$ cat src/rtl/fetch_stage_pkg.sv
// fetch_stage_pkg: register layout, output bundle and reset constant shared by the fetch stage
package fetch_stage_pkg;
  typedef enum logic [1:0] {FETCH, HOLD, DROP} fetch_state;
  typedef struct packed {
    fetch_state       state;
    logic [31:0]      faddr;
    logic [31:0]      pc;
    logic             skip;
    logic [2:0]       count;
    logic [3:0][15:0] hw_buf;
  } fetch_reg_type;
  typedef struct packed {
    logic        valid;
    logic [31:0] pc;
    logic [31:0] instr;
  } fetch_out_type;
  function automatic fetch_reg_type init_fetch_reg(input logic [31:0] rv);
    init_fetch_reg = '{state: FETCH, faddr: rv & ~32'd3, pc: rv, skip: rv[1], count: 3'd0, hw_buf: '0};
  endfunction
endpackage

$ cat src/rtl/fetch_align.sv
// fetch_align: decodes the head of the halfword buffer into a complete 16/32-bit instruction
module fetch_align (
  input  logic [3:0][15:0] hw_buf_i,
  input  logic [2:0]       count_i,
  output logic [2:0]       len_o,
  output logic             complete_o,
  output logic [31:0]      instr_o
);
  always_comb begin
    len_o = hw_buf_i[0][1:0] == 2'b11 ? 3'd2 : 3'd1;
    complete_o = count_i >= len_o;
    instr_o = len_o == 3'd2 ? {hw_buf_i[1], hw_buf_i[0]} : {16'h0, hw_buf_i[0]};
  end
endmodule

$ cat src/rtl/fetch_stage.sv
// fetch_stage: word fetch into a halfword realignment buffer, one instruction per cycle,
// with redirect and downstream stall handling
module fetch_stage
  import fetch_stage_pkg::*;
#(
  parameter logic [31:0] RESET_VECTOR = 32'h0,
  parameter int          BUF_HW       = 4
) (
  input  logic        clk,
  input  logic        rst,
  output logic        imem_valid,
  output logic [31:0] imem_addr,
  input  logic        imem_ready,
  input  logic [31:0] imem_rdata,
  input  logic        redirect,
  input  logic [31:0] redirect_addr,
  input  logic        stall,
  output logic        fetch_valid,
  output logic [31:0] fetch_pc,
  output logic [31:0] fetch_instr
);
  localparam logic [2:0] FULL = 3'(BUF_HW);
  fetch_reg_type r_q, r_d;
  fetch_out_type fo;
  logic [2:0]  len, pop, cnt;
  logic [31:0] instr;
  logic        complete, room, accept, pending;
  fetch_align u_align (
    .hw_buf_i  (r_q.hw_buf),
    .count_i   (r_q.count),
    .len_o     (len),
    .complete_o(complete),
    .instr_o   (instr)
  );
  always_comb begin
    r_d = r_q;
    fo.valid = complete & ~redirect;
    fo.pc = r_q.pc;
    fo.instr = instr;
    pop = fo.valid & ~stall ? len : 3'd0;
    cnt = r_q.count - pop;
    room = cnt <= FULL - 3'd2;
    imem_valid = rst & (r_q.state == DROP || (r_q.state == FETCH && room));
    accept = imem_valid & imem_ready & (r_q.state != DROP);
    pending = imem_valid & ~imem_ready;
    r_d.hw_buf = pop == 3'd2 ? {r_q.hw_buf[3:2], r_q.hw_buf[3:2]} :
                 pop == 3'd1 ? {r_q.hw_buf[3], r_q.hw_buf[3:1]} : r_q.hw_buf;
    // a skipped word contributes only its upper halfword (redirect into bit 1)
    if (accept && r_q.skip) r_d.hw_buf[cnt[1:0]] = imem_rdata[31:16];
    if (accept && !r_q.skip) begin
      r_d.hw_buf[cnt[1:0]] = imem_rdata[15:0];
      r_d.hw_buf[cnt[1:0] + 2'd1] = imem_rdata[31:16];
    end
    r_d.count = cnt + (accept ? (r_q.skip ? 3'd1 : 3'd2) : 3'd0);
    r_d.skip = accept ? 1'b0 : r_q.skip;
    r_d.faddr = accept ? r_q.faddr + 32'd4 : r_q.faddr;
    r_d.pc = r_q.pc + {28'd0, pop, 1'b0};
    r_d.state = r_q.state == DROP ? (imem_ready ? FETCH : DROP) : (room ? FETCH : HOLD);
    // DROP parks the new target in pc while the old address is still on the bus
    if (r_q.state == DROP && imem_ready) r_d.faddr = r_q.pc & ~32'd3;
    if (redirect) begin
      r_d.count = 3'd0;
      r_d.pc = redirect_addr & ~32'd1;
      r_d.skip = redirect_addr[1];
      r_d.state = pending ? DROP : FETCH;
      r_d.faddr = pending ? r_q.faddr : redirect_addr & ~32'd3;
    end
  end
  always_ff @(posedge clk or negedge rst)
    if (!rst) r_q <= init_fetch_reg(RESET_VECTOR);
    else r_q <= r_d;
  assign imem_addr = r_q.faddr;
  assign fetch_valid = fo.valid;
  assign fetch_pc = fo.pc;
  assign fetch_instr = fo.instr;
endmodule
$ cat config.mk
export PLATFORM = sky130hd
export DESIGN_NAME = fetch_stage
export DESIGN_NICKNAME = d
export VERILOG_FILES = /design/src/rtl/fetch_stage_pkg.sv /design/src/rtl/fetch_align.sv /design/src/rtl/fetch_stage.sv
export SDC_FILE = /design/constraint.sdc
export NUM_CORES = 1
export LEC_CHECK = 0
export CELL_PAD_IN_SITES_DETAIL_PLACEMENT = 0
export CELL_PAD_IN_SITES_GLOBAL_PLACEMENT = 1
export CORE_MARGIN = 2
export CORE_UTILIZATION = 40
export DETAILED_ROUTE_END_ITERATION = 10
export PLACE_DENSITY_LB_ADDON = 0.1
export SLEW_MARGIN = 30
export SYNTH_ARGS = -nofsm -noshare
export SYNTH_HDL_FRONTEND = slang
export SYNTH_SLANG_ARGS = --single-unit
$ cat constraint.sdc
create_clock -name clk -period 5.1 [get_ports clk]
set_input_delay 0.51 -clock clk [delete_from_list [all_inputs] [get_ports clk]]
set_output_delay 0.51 -clock clk [all_outputs]
set_load 0.02 [all_outputs]
### Yosys cells after proc, flatten, opt, wreduce, memory -nomap -nowiden

Cells that the tools add are included.

* add/sub/neg operators: 5
* order comparisons: 6
* reduce and logical (&&, ||, !) cells: 12
* muxes and demuxes: 25
* equality and inequality tests: 7
* bitwise operators: 9

Operators by type and width (number)
* bitwise mux 64 bit: 3
* 2-to-1 mux 32 bit: 4
* 2-to-1 mux 64 bit: 2
* 2-to-1 mux 48 bit: 2
* 2-to-1 mux 70 bit: 1
* demux 16 bit (select 2 bit): 2
* adder 32 x 3 -> 32 bit (second input constant): 1
* adder 32 x 4 -> 32 bit: 1
* 2-to-1 mux 16 bit: 2
* 2-to-1 mux 2 bit: 6
* bitwise AND 1 bit: 6
* equality test 3 x 2 -> 1 bit (second input constant): 2
* logical AND 1 bit: 6
* < comparator 2 x 3 -> 1 bit (second input constant): 2
* equality test 2 bit (second input constant): 2
* greater-or-equal comparator 2 x 1 -> 1 bit (second input constant): 2
* != test 2 bit (second input constant): 2
* adder 3 x 2 -> 3 bit: 1
* equality test 3 x 1 -> 1 bit (second input constant): 1
* greater-or-equal comparator 3 bit: 1
* less-or-equal comparator 3 x 2 -> 1 bit (second input constant): 1
* 2-to-1 mux 3 bit: 1
* NOT 1 bit: 3
* nonzero test 3 bit: 1
* other kinds (8): 9

* input bits: 69
* flip-flop bits (word level): 134
* word-level logic and storage cells: 73
* output and inout bits: 98

### Logic depth before layout (Yosys ltp)

* depth after elaboration: 18
* gate-level depth with buffers: 20
* depth with buffers taken out: 17

### By module

Synthesis repeated with hierarchy kept, for this count alone.

* cells, all modules: 1128
* area, all modules: 9457.8 um^2

By module, submodules not included
* fetch_stage: instances 1, cells an instance 1085, area each 9147.5 um^2, sequential area each 3278.1 um^2
* fetch_align: instances 1, cells an instance 43, area each 310.3 um^2, sequential area each 0.0 um^2

### Worst setup path before layout

Ideal clock, no wire load.

* kind: register -> register
* start: reg r_q[1] (netlist name)
* end: reg r_q[65] (netlist name)
* buffers on the path: 3
* period minus slack after synthesis: 4.531 ns
* required time: 4.967 ns
* arrival: 4.398 ns
* setup slack: 0.569 ns
* stages on the path, launching flop included: 19
* setup time: 0.133 ns
* cells stage by stage: dfrtp_1 clkbuf_1 nand2_1 clkbuf_1 ha_1 nand2b_1 a2bb2oi_2 clkinv_1 nand2_1 inv_1 ha_1 inv_1 fa_1 nand2b_1 nand4_2 nor2_1 clkbuf_1 fa_1 nor2b_1

RTL lines
* start: declaration: line fetch_stage.sv:23 `fetch_reg_type r_q, r_d;`
* start signal: assignment: line fetch_stage.sv:70 `if (!rst) r_q <= init_fetch_reg(RESET_VECTOR);`
* start signal: assignment: line fetch_stage.sv:71 `else r_q <= r_d;`

### Worst setup path in the final report

* start: reg r_q[0] (netlist name)
* end: out imem_valid

* longest elaborated chain between the ends: 11

Ends and longest elaborated chain
* equality test 2 bit (*): line fetch_align.sv:10 `len_o = hw_buf_i[0][1:0] == 2'b11 ? 3'd2 : 3'd1;`
* 2-to-1 mux 2 bit (*): line fetch_align.sv:10
* greater-or-equal comparator 3 bit: line fetch_align.sv:11 `complete_o = count_i >= len_o;`
* bitwise AND 1 bit: line fetch_stage.sv:37 `fo.valid = complete & ~redirect;`
* bitwise AND 1 bit: line fetch_stage.sv:40 `pop = fo.valid & ~stall ? len : 3'd0;`
* 2-to-1 mux 3 bit (*): line fetch_stage.sv:40
* subtractor 3 bit (*): line fetch_stage.sv:41 `cnt = r_q.count - pop;`
* less-or-equal comparator 3 x 2 -> 1 bit (*): line fetch_stage.sv:42 `room = cnt <= FULL - 3'd2;`
* logical AND 1 bit (*): line fetch_stage.sv:43 `imem_valid = rst & (r_q.state == DROP || (r_q.state == FETCH && room));`
* logical OR 1 bit (*): line fetch_stage.sv:43
* bitwise AND 1 bit (*): line fetch_stage.sv:43
* end: declaration: line fetch_stage.sv:11 `output logic imem_valid,`

Every way passes the cells marked *; elsewhere a longest branch is shown, timed or not.

==> out/qor.yml <==
sta:
  clock_tree_skew_after_final_layout_ns: 0.0119
  tightest_slew_ns: 0.948
  max_freq_mhz: 208
  rsz0062_at_grt: "no"
  number_of_setup_violations_in_the_final_report: 0
  finalMaxSlewViolations: 0
  period_share: 0.940
  max-slew-margin-rel: 0.366
  holdWs_ns: 0.163
  layout_min_cycle_time_ns: 4.80
  totalNegativeSetupSlack_ns: 0
  finalHoldViolations: 0
die:
  num_io_pins: 167
  initial_core_util: 0.408
  die_width_um: 156
  num_rows: 55
  die_area_um2: 24300
  placeableCoreArea_um2: 22600
  chipHeight_um: 156
grt:
  grt.overflow.total: 0
  largest_net_degree_at_the_start_of_global_routing: 83
  global_route_usage_over_all_layers: 0.257
  via_count_of_the_first_global_routing_pass: 8166
  grt_pass1_wl_um: 48500
  antenna_found_initial: 0
yosys:
  synthesis_stage_register_bit_count: 131
  leading_post_synthesis_cells_by_cell_area: "sky130_fd_sc_hd__dfrtp_1 (35%), sky130_fd_sc_hd__mux2i_1 (6.9%), sky130_fd_sc_hd__buf_4 (6.5%)"
  dominantRegCellSynth: "sky130_fd_sc_hd__dfrtp_1"
  synth_top_area_share: 0.355
  syn_area_per_cell_um2: 8.54
  postSynth.asyncResetShare: 1.00
  yosysTopAreaCell: "sky130_fd_sc_hd__dfrtp_1"
  synth.yosys.seq_area_share: 0.355
  synth-edff-count: 0
  synth_warn: 0
  synth_cells: 1082
  synthDistinctLibCells: 74
  synthesis.area_um2: 9240
setup_path:
  worstSetupStartpointType: "flip-flop"
  crit_path_end_kind: "primary output"
  cpMaxStageDelayCell: "sky130_fd_sc_hd__clkdlybuf4s50_1"
  worstPathMaxFanout: 16
  worstSetupPathType: "flip-flop to primary output"
  required_ns: 4.59
  timing.critical_path.buf_inv: 5
  cpLargestDelayFamily: "buffers and inverters"
  critical-path-max-stage-delay_ns: 0.62
  crit_path_cell_trace: "nand2_2, ha_1, nand2b_1, a2bb2oi_4, clkinv_1, nand2_2, inv_1, ha_1, inv_1, fa_1, buf_4, nor2b_1, nor2_1, o21a_1, clkdlybuf4s50_1"
  cp_data_arrival_time_ns: 4.29
routing:
  num_vias: 8683
  dr.first_iter.drc_count: 645
  detailedRoute.firstPassIterationCount: 5
  routed_wirelength_um: 31600
  final_antenna_net_count: 0
  vias_per_cell: 6.03
  post_drt_wl_per_cell_um: 21.9
  post-route-drc-count: 0
clock_tree:
  root_buffer: "sky130_fd_sc_hd__clkbuf_16"
  clock_tree.htree_level_count: 4
  tritoncts: "built"
  insertion_delay_ns: 0.42
  cts-root-to-sink-buffers: 2
  tritoncts.num_buffers: 17
  cts_num_sinks: 131
  post_cts.repair.setup_buffers: 0
  cts.reportedPaths.clkPinSlew_ns: 0.06
cells_and_area:
  finalNonFillerCells: 1439
  fill_cells: 2235
  final_net_count: 1220
  antenna_cells: 0
  layout-drive-gt1-share: 0.0789
  area_delta_synth_final_pct: 21.6
power_and_ir_drop:
  pwr_density_cell_nw_per_um2: 628
  vdd_drop_max_v: 0.000299
  pleak_uw: 0.00457
placed_design:
  portBuffers: 162
  finalWeightedCongestion: 0.820
  place.detailed.instances: 1407
  dpl.hpwl_um: 21000
flow_run:
  max_cap_viol_count: 0
worst_hold_path:
  hold_class: "input port to asynchronous set/reset pin"
outcome:
  run_status: "complete, no violations"
==> synth_stat cells (13+ instances only) <==
cell type and instances:
sky130_fd_sc_hd__dfrtp_1 131, sky130_fd_sc_hd__o21ai_0 87, sky130_fd_sc_hd__nand2_1 85, sky130_fd_sc_hd__buf_4 80, sky130_fd_sc_hd__a21oi_1 76, sky130_fd_sc_hd__nor2_1 66, sky130_fd_sc_hd__mux2i_1 64, sky130_fd_sc_hd__nand3_1 49
sky130_fd_sc_hd__clkbuf_1 46, sky130_fd_sc_hd__and3_1 34, sky130_fd_sc_hd__nor3_1 26, sky130_fd_sc_hd__a31oi_1 22, sky130_fd_sc_hd__a21o_1 21, sky130_fd_sc_hd__xor2_1 18, sky130_fd_sc_hd__buf_2 17, sky130_fd_sc_hd__inv_1 17
sky130_fd_sc_hd__a211oi_1 15, sky130_fd_sc_hd__xnor2_1 15, sky130_fd_sc_hd__nand4_1 14, sky130_fd_sc_hd__a32oi_1 13, sky130_fd_sc_hd__o22ai_1 13
==> logic make-up (layout without fill, tap and decap cells) <==
logic type                 after synthesis  after routing  share of synthesized area
DFF                                    131            131                      0.355
xor gates and xnor gates                34             34                     0.0330
AOI/OAI and AO/OA                      331            331                      0.229
adders and majority gates               10             10                     0.0160
buffers and inverters                  171            241                      0.106
muxes                                   66             66                     0.0718
and+or+nand+nor                        338            338                      0.190
other                                    1              3                   0.000406
==> registers in the layout (all words and copies together) (netlist names) <==
| signal | count |
|---|---|
| r_q | 70 |
| fetch_pc | 31 |
| imem_addr | 30 |
==> layout make-up <==
type | count | area, µm² | area share
multi-input combinational | 782 | 5020 | 0.447
tap | 285 | 357 | 0.0317
timing repair buffer | 189 | 1830 | 0.163
clock buffer | 22 | 484 | 0.0431
inverter | 20 | 75.1 | 0.00668
sequential | 131 | 3280 | 0.292
clock inverter | 10 | 193 | 0.0171
==> worst reg2reg max path, cell delays in order, from the launching register on <==
cell and delay (ns):
sky130_fd_sc_hd__dfrtp_1 0.39, sky130_fd_sc_hd__nand2_2 0.09, sky130_fd_sc_hd__ha_1 0.22, sky130_fd_sc_hd__nand2b_1 0.18
sky130_fd_sc_hd__a2bb2oi_4 0.36, sky130_fd_sc_hd__clkinv_1 0.18, sky130_fd_sc_hd__nand2_2 0.23, sky130_fd_sc_hd__inv_1 0.13
sky130_fd_sc_hd__ha_1 0.19, sky130_fd_sc_hd__inv_1 0.07, sky130_fd_sc_hd__fa_1 0.41, sky130_fd_sc_hd__buf_4 0.22
sky130_fd_sc_hd__nand2b_1 0.17, sky130_fd_sc_hd__a311o_1 0.24, sky130_fd_sc_hd__o21a_1 0.59, sky130_fd_sc_hd__buf_4 0.31
sky130_fd_sc_hd__a21oi_1 0.06, sky130_fd_sc_hd__o22a_1 0.21
==> routing by layer <==
metal  global-route usage  routed length (µm)
met4               0.0760                 551
met2                0.429               15400
met5                    0                   0
met1                0.348               13900
met3               0.0358                1700
==> report_power, final <==
part | internal [µW] | switching, µW
registers | 1460 | 462
logic | 1570 | 2130
clock network | 927 | 503
total | 3960 | 3090
==> repair_timing <==
action,4_1_cts,5_1_grt
endpoints found under the setup margin,1,1
endpoints found under the hold margin,0,0
gates resized for setup,1,1
hold buffers,0,0
==> per-stage QoR <==
step	util	cell area (µm²)	setup WS, ns	power [µW]
after CTS	0.496	11200	0.178	7040
final	0.496	11200	0.303	7050
after global placement	0.465	10500	0.460	5540
after detailed placement	0.466	10500	0.467	5580
after global routing	0.496	11200	0.0263	7470
after floorplan	-	9250	0.569	4430
==> path summary, 6_finish.rpt <==
kind                       startpoint       endpoint  slack, ns  cells after the start
hold / removal                    rst    fetch_pc[1]       0.16                      1
min in group clk              r_q[52]        r_q[52]       0.57                      2
setup / recovery               r_q[0]     imem_valid       0.30                     15
setup reg to reg               r_q[0]   imem_addr[9]       0.75                     17
hold reg to reg               r_q[52]        r_q[52]       0.57                      2
max in group asynchronous         rst  imem_addr[17]       3.56                      2
==> cell usage in the layout, fill, tap and decap left out, types with 7 or more instances in the layout <==
cell type / n
sky130_fd_sc_hd__o221ai_1: 8
sky130_fd_sc_hd__xnor2_1: 15
sky130_fd_sc_hd__xor2_1: 18
sky130_fd_sc_hd__nand2_1: 83
sky130_fd_sc_hd__a21oi_1: 76
sky130_fd_sc_hd__nor2b_1: 8
sky130_fd_sc_hd__o31ai_1: 9
sky130_fd_sc_hd__ha_1: 7
sky130_fd_sc_hd__o22ai_1: 13
sky130_fd_sc_hd__dfrtp_1: 131
sky130_fd_sc_hd__mux2i_1: 64
sky130_fd_sc_hd__o21ai_0: 87
sky130_fd_sc_hd__nand2b_1: 9
sky130_fd_sc_hd__inv_1: 17
sky130_fd_sc_hd__a31oi_1: 22
sky130_fd_sc_hd__nand3_1: 49
sky130_fd_sc_hd__a32oi_1: 13
sky130_fd_sc_hd__nor4_1: 9
sky130_fd_sc_hd__buf_4: 26
sky130_fd_sc_hd__clkbuf_16: 17
sky130_fd_sc_hd__clkdlybuf4s50_1: 160
sky130_fd_sc_hd__and4_1: 8
sky130_fd_sc_hd__a211oi_1: 15
sky130_fd_sc_hd__nor2_1: 64
sky130_fd_sc_hd__nand4_1: 14
sky130_fd_sc_hd__and3_1: 34
sky130_fd_sc_hd__nor3_1: 25
sky130_fd_sc_hd__a21o_1: 21
sky130_fd_sc_hd__a22oi_1: 10
sky130_fd_sc_hd__o211ai_1: 10
Power figures use the tool's default switching activity.
